<file path="src/rtl/fdma_rw_arbiter.sv">
// Serialises the splicer's FDMA write and read channels onto the single SDRAM controller port, one burst at a time.
// Grant and control are registered (one edge from request to m_areq); data and beat strobes are combinational pass-through.
// No backpressure beyond the busy handshake: a requester waits for s_*busy, and the controller paces beats via m_*valid.
module fdma_rw_arbiter #(
    parameter int AXI_DATA_WIDTH = 32,
    parameter int AXI_ADDR_WIDTH = 21,
    parameter bit RD_PRIORITY    = 1'b0,
    parameter int REQ_TIMEOUT    = 1023
) (
    input  logic                      ui_clk,
    input  logic                      ui_rstn,
    input  logic [AXI_ADDR_WIDTH-1:0] s_waddr,
    input  logic                      s_wareq,
    input  logic [15:0]               s_wsize,
    output logic                      s_wbusy,
    input  logic [AXI_DATA_WIDTH-1:0] s_wdata,
    output logic                      s_wvalid,
    input  logic [AXI_ADDR_WIDTH-1:0] s_raddr,
    input  logic                      s_rareq,
    input  logic [15:0]               s_rsize,
    output logic                      s_rbusy,
    output logic [AXI_DATA_WIDTH-1:0] s_rdata,
    output logic                      s_rvalid,
    output logic [AXI_ADDR_WIDTH-1:0] m_addr,
    output logic                      m_areq,
    output logic                      m_wr,
    output logic [15:0]               m_size,
    input  logic                      m_busy,
    output logic [AXI_DATA_WIDTH-1:0] m_wdata,
    input  logic                      m_wvalid,
    input  logic [AXI_DATA_WIDTH-1:0] m_rdata,
    input  logic                      m_rvalid,
    output logic                      err_len,
    output logic                      err_timeout
);

    localparam int TW = (REQ_TIMEOUT < 2) ? 1 : $clog2(REQ_TIMEOUT);
    localparam logic [TW-1:0] TO_LAST = TW'(REQ_TIMEOUT - 1);

    typedef enum logic [1:0] {IDLE, REQ, XFER, DONE} state_t;

    state_t          state;
    state_t          state_nxt;
    logic            grant_vld;
    logic            grant_w;
    logic            timeout_evt;
    logic            len_evt;
    logic            beat_vld;
    logic            last_grant_w;
    logic [15:0]     size_sel;
    logic [15:0]     beat_cnt;
    logic [15:0]     beat_inc;
    logic [TW-1:0]   to_cnt;

    assign m_wdata  = s_wdata;
    assign s_rdata  = m_rdata;
    assign s_wvalid = m_wvalid & s_wbusy & (state == XFER);
    assign s_rvalid = m_rvalid & s_rbusy & (state == XFER);
    assign beat_vld = s_wvalid | s_rvalid;
    assign beat_inc = (beat_cnt == 16'hFFFF) ? beat_cnt : beat_cnt + {15'd0, beat_vld};

    // Write wins when alone; on contention read wins outright or takes turns with write.
    assign grant_w  = s_wareq & (!s_rareq | (!RD_PRIORITY & !last_grant_w));
    assign size_sel = grant_w ? s_wsize : s_rsize;

    always_ff @(posedge ui_clk) begin
        if (!ui_rstn) begin
            state <= IDLE;
        end else begin
            state <= state_nxt;
        end
    end

    always_comb begin
        state_nxt   = state;
        grant_vld   = 1'b0;
        timeout_evt = 1'b0;
        len_evt     = 1'b0;
        case (state)
            IDLE: begin
                if (s_wareq | s_rareq) begin
                    grant_vld = 1'b1;
                    state_nxt = (size_sel == 16'd0) ? DONE : REQ;
                end
            end
            REQ: begin
                if (m_busy) begin
                    state_nxt = XFER;
                end else if (to_cnt == TO_LAST) begin
                    state_nxt   = DONE;
                    timeout_evt = 1'b1;
                end
            end
            XFER: begin
                if (!m_busy) begin
                    state_nxt = DONE;
                    len_evt   = (beat_inc != m_size);
                end
            end
            DONE:    state_nxt = IDLE;
            default: state_nxt = IDLE;
        endcase
    end

    always_ff @(posedge ui_clk) begin
        if (!ui_rstn) begin
            m_areq       <= 1'b0;
            m_wr         <= 1'b0;
            m_addr       <= '0;
            m_size       <= '0;
            s_wbusy      <= 1'b0;
            s_rbusy      <= 1'b0;
            err_len      <= 1'b0;
            err_timeout  <= 1'b0;
            beat_cnt     <= '0;
            to_cnt       <= '0;
            last_grant_w <= 1'b1;
        end else begin
            case (state)
                IDLE: begin
                    if (grant_vld) begin
                        m_addr       <= grant_w ? s_waddr : s_raddr;
                        m_size       <= size_sel;
                        m_wr         <= grant_w;
                        m_areq       <= (size_sel != 16'd0);
                        s_wbusy      <= grant_w;
                        s_rbusy      <= !grant_w;
                        last_grant_w <= grant_w;
                    end
                end
                REQ: begin
                    to_cnt <= to_cnt + 1'b1;
                    if (state_nxt != REQ) begin
                        m_areq <= 1'b0;
                    end
                    if (timeout_evt) begin
                        err_timeout <= 1'b1;
                    end
                end
                XFER: begin
                    beat_cnt <= beat_inc;
                    if (len_evt) begin
                        err_len <= 1'b1;
                    end
                end
                DONE: begin
                    m_areq   <= 1'b0;
                    s_wbusy  <= 1'b0;
                    s_rbusy  <= 1'b0;
                    beat_cnt <= '0;
                    to_cnt   <= '0;
                end
                default: ;
            endcase
        end
    end

endmodule

</file>
<file path="config.mk">
export PLATFORM = sky130hd
export DESIGN_NAME = fdma_rw_arbiter
export DESIGN_NICKNAME = d
export VERILOG_FILES = /design/src/rtl/fdma_rw_arbiter.sv
export SDC_FILE = /design/constraint.sdc
export NUM_CORES = 1
export LEC_CHECK = 0
export ABC_AREA = 1
export CORE_MARGIN = 1
export CORE_UTILIZATION = 35
export DETAILED_ROUTE_END_ITERATION = 10
export PLACE_DENSITY = 0.76
export SLEW_MARGIN = 25
export SYNTH_ARGS = -nofsm -noshare
export SYNTH_HDL_FRONTEND = slang
export SYNTH_SLANG_ARGS = --single-unit
</file>
<file path="constraint.sdc">
create_clock -name ui_clk -period 2.95 [get_ports ui_clk]
set_input_delay 0.59 -clock ui_clk [delete_from_list [all_inputs] [get_ports ui_clk]]
set_output_delay 0.59 -clock ui_clk [all_outputs]
set_load 0.01 [all_outputs]
</file>
==> metrics.txt <==
run status completed; Diodes inserted 0; Initial DRC Count 280; first-pass GRT wire length around 19000 um; Ys Warns 0; setup_tns 0 ps; # DRC 0; Final setup viols 0; XOR/XNOR Fraction of Synth Area less than 1%; CP endpoint kind flip-flop; Core Rows 40; required time of the critical path 3150 ps; H-tree levels 3; clock-pin transition on the worst setup and hold timing paths approximately 50 ps; PD cells 491 nW/um^2; Slew Viols, Final 0; Antenna Nets Post-Route 0; Post-Syn Area ~4300 sq um; Main synth FF type dfxtp_1; CTS tree built; worst slew pin tran about 570 ps; Slew Limit Headroom about three fifths; Tmin final around 2600 ps; Yosys reg bits 72; WS Path Type input pin to flip-flop; Final Hold Vio Count 0; drt via density about 4.8; max-cap violation count 0; Syn Area/Cell around 6.6 sq um; Root Buffer clkbuf_16; Final Cycle Share approximately nine tenths; Routed Wire Length ~12000 um; via count between 4000 and 5000; area grow syn2layout 28.3%; routability cong. 0.885; CP Max Fanout 5; worst vdd rail ir drop approximately 260 uV; die height 113 um; Post-synth EDFFs 0; share of layout cells above drive strength 1 6.39%; Synth Area in Compound Gates 12.1%; crit start category input pin; Netlist cell types 30; num ports between 200 and 300; DP Wirelength 8680 um; largest net degree at the start of global routing 47; post-synthesis simple-gate area fraction 31.2%; die area approximately 13000 sq um; HP Class flip-flop to flip-flop; Starting Density ~36%; total grt overflow 0; IO buf count 125; later-pin clock latency in the skew report 330 ps; DR WL/cell approximately 13 um; initial antenna violation count 0; core area 12000 sq um; width of the die about 110 um; Net Count, Synth 803; Total GRT Usage a little under a fifth; largest family of logic cells by synthesized area simple AND/OR/NAND/NOR gates; mux cell area share after synthesis ~2.8%; area share of fa/ha/maj cells after synthesis under 10%; clock buffer count from CTS 9; WP data arrival approximately 2800 ps; leakage power approximately 2.3 nW; Pre-antenna DRT Iters 4; Fin Clk Skew between 5 and 6 ps; RSZ-0062 raised after global routing false; setup bufs post-CTS 0; # hold bufs at CTS 0; final hold slack approximately 450 ps; number of global-route vias before repair 4020; PostCTS Resize Cnt 0; Nets between 800 and 900; Sink Count 72; FMAX approximately 380 MHz; sequential element share of the synthesized area between 30% and 40%; Post-Syn Instances about 650; asr flop ratio synth 0%; Longest Clk Path Bufs 2
-- routing by layer --
| metal | part of all wire, % | track usage (%) | vias up |
|---|---|---|---|
| met5 | 0 | 0 | - |
| met1 | 45 | 23.6 | 1858 |
| met2 | 46 | 30.0 | 154 |
| li1 | - | - | 2159 |
| met3 | 7.1 | 4.02 | 27 |
| met4 | 1.9 | 7.81 | 0 |
-- placed cells by master, fill, tap and decap left out --
| cell | netlist | routed |
|---|---|---|
| nand2_1 | 220 | 220 |
| clkdlybuf4s50_1 | 0 | 125 |
| dfxtp_1 | 72 | 72 |
| inv_1 | 48 | 48 |
| a21oi_1 | 45 | 44 |
| nor2_1 | 38 | 37 |
| nand3_1 | 29 | 29 |
| a31oi_1 | 23 | 23 |
| o21ai_0 | 22 | 22 |
| buf_4 | 65 | 13 |
| mux2i_1 | 12 | 12 |
| nand4_1 | 9 | 9 |
| clkbuf_16 | 0 | 9 |
| nor3_1 | 7 | 7 |
| inv_2 | 6 | 6 |
| nand3b_1 | 6 | 6 |
| nand2_2 | 5 | 5 |
| nor2_2 | 4 | 4 |
| o21bai_1 | 4 | 4 |
| ha_1 | 4 | 4 |
| clkbuf_1 | 14 | 3 |
| a21oi_2 | 1 | 2 |
| nor2_4 | 1 | 2 |
| and2_1 | 2 | 2 |
| xnor2_1 | 2 | 2 |
| xor2_1 | 2 | 2 |
| clkbuf_8 | 0 | 2 |
| clkinv_1 | 1 | 1 |
| nand2_4 | 1 | 1 |
| and3_1 | 1 | 1 |
| o22ai_1 | 1 | 1 |
| clkinv_4 | 0 | 1 |
| clkinv_2 | 0 | 1 |
-- Yosys cell counts (2+ instances only) --
master	instances	area, sq um
buf_6	2	22.5
nor2_1	38	143
buf_4	65	488
nor2_2	4	25.0
nor3_1	7	35.0
and2_1	2	12.5
o21bai_1	4	30.0
buf_2	7	35.0
nand2_2	5	31.3
dfxtp_1	72	1440
a31oi_1	23	144
nand3b_1	6	45.0
nand3_1	29	145
inv_2	6	22.5
nand4_1	9	56.3
nand2_1	220	826
mux2i_1	12	120
clkbuf_1	14	52.6
a21oi_1	45	225
xnor2_1	2	17.5
ha_1	4	50.1
o21ai_0	22	110
inv_1	48	180
xor2_1	2	17.5
-- cells by family after synthesis --
family | count (synthesis)
AND/OR/NAND/NOR | 323
buffers and inverters | 143
AO/OA/AOI/OAI | 96
flip-flops | 72
multiplexers | 12
XOR/XNOR | 4
adder cells (fa/ha/maj) | 4
-- worst max-delay path: stages --
cell and delay (ps):
clkdlybuf4s50_1 480, nand2_1 90, a21oi_2 220, ha_1 210, nand2_2 110, nor2_2 200, nand2_2 100, inv_2 70
nand2_1 60, nand2_1 60, nand2_1 60, nand2_1 90, nand2_1 60, nand2_1 50, nand2_1 50, nor2_1 120
nand3_1 90, nand2_1 80, a21oi_2 50
-- registers in the layout (all words and copies together), names as in the netlist --
signal        cells
s_wbusy           1
m_areq            1
to_cnt           10
state             2
s_rbusy           1
m_addr           21
err_len           1
m_wr              1
beat_cnt         16
err_timeout       1
m_size           16
last_grant_w      1
-- per-stage QoR --
step                setup slack, ps  std cells  utilization, %  instance area, sq um  power, mW
floorplan                       558        654               -                  4320       1.50
global placement              -17.1        851            43.8                  5260       1.73
detailed placement            -96.5        851            43.8                  5260       1.73
CTS                             242        867            46.1                  5540       2.74
global route                   86.2        867            46.2                  5550       2.86
finish                          304        867            46.2                  5550       2.72
-- area by class of cell --
type	instances	area, sq um
repair buffers	138	1350
flip-flops and latches	72	1440
multi-input cells	439	2090
inverters	55	206
well taps	147	184
clock inverters	2	13.8
clock buffers	14	264
fillers	1210	6460
-- power by group --
group | switching (mW) | internal (mW) | leakage, nW
Sequential | 0.0691 | 1.05 | 0.590
Combinational | 0.288 | 0.310 | 1.55
Clock | 0.393 | 0.616 | 0.137
-- path summary, 6_finish.rpt --
check / from / to / slack (ps) / cells after the start
hold reg to reg: err_timeout$_SDFFE_PN0P_ / err_timeout$_SDFFE_PN0P_ / 450 / 2
setup reg to reg: state[1]$_SDFF_PN0_ / err_len$_SDFFE_PN0P_ / 430 / 20
hold / removal: err_timeout$_SDFFE_PN0P_ / err_timeout$_SDFFE_PN0P_ / 450 / 2
setup / recovery: m_rvalid / err_len$_SDFFE_PN0P_ / 300 / 19
Note: power is estimated with default switching activity, not from simulation.
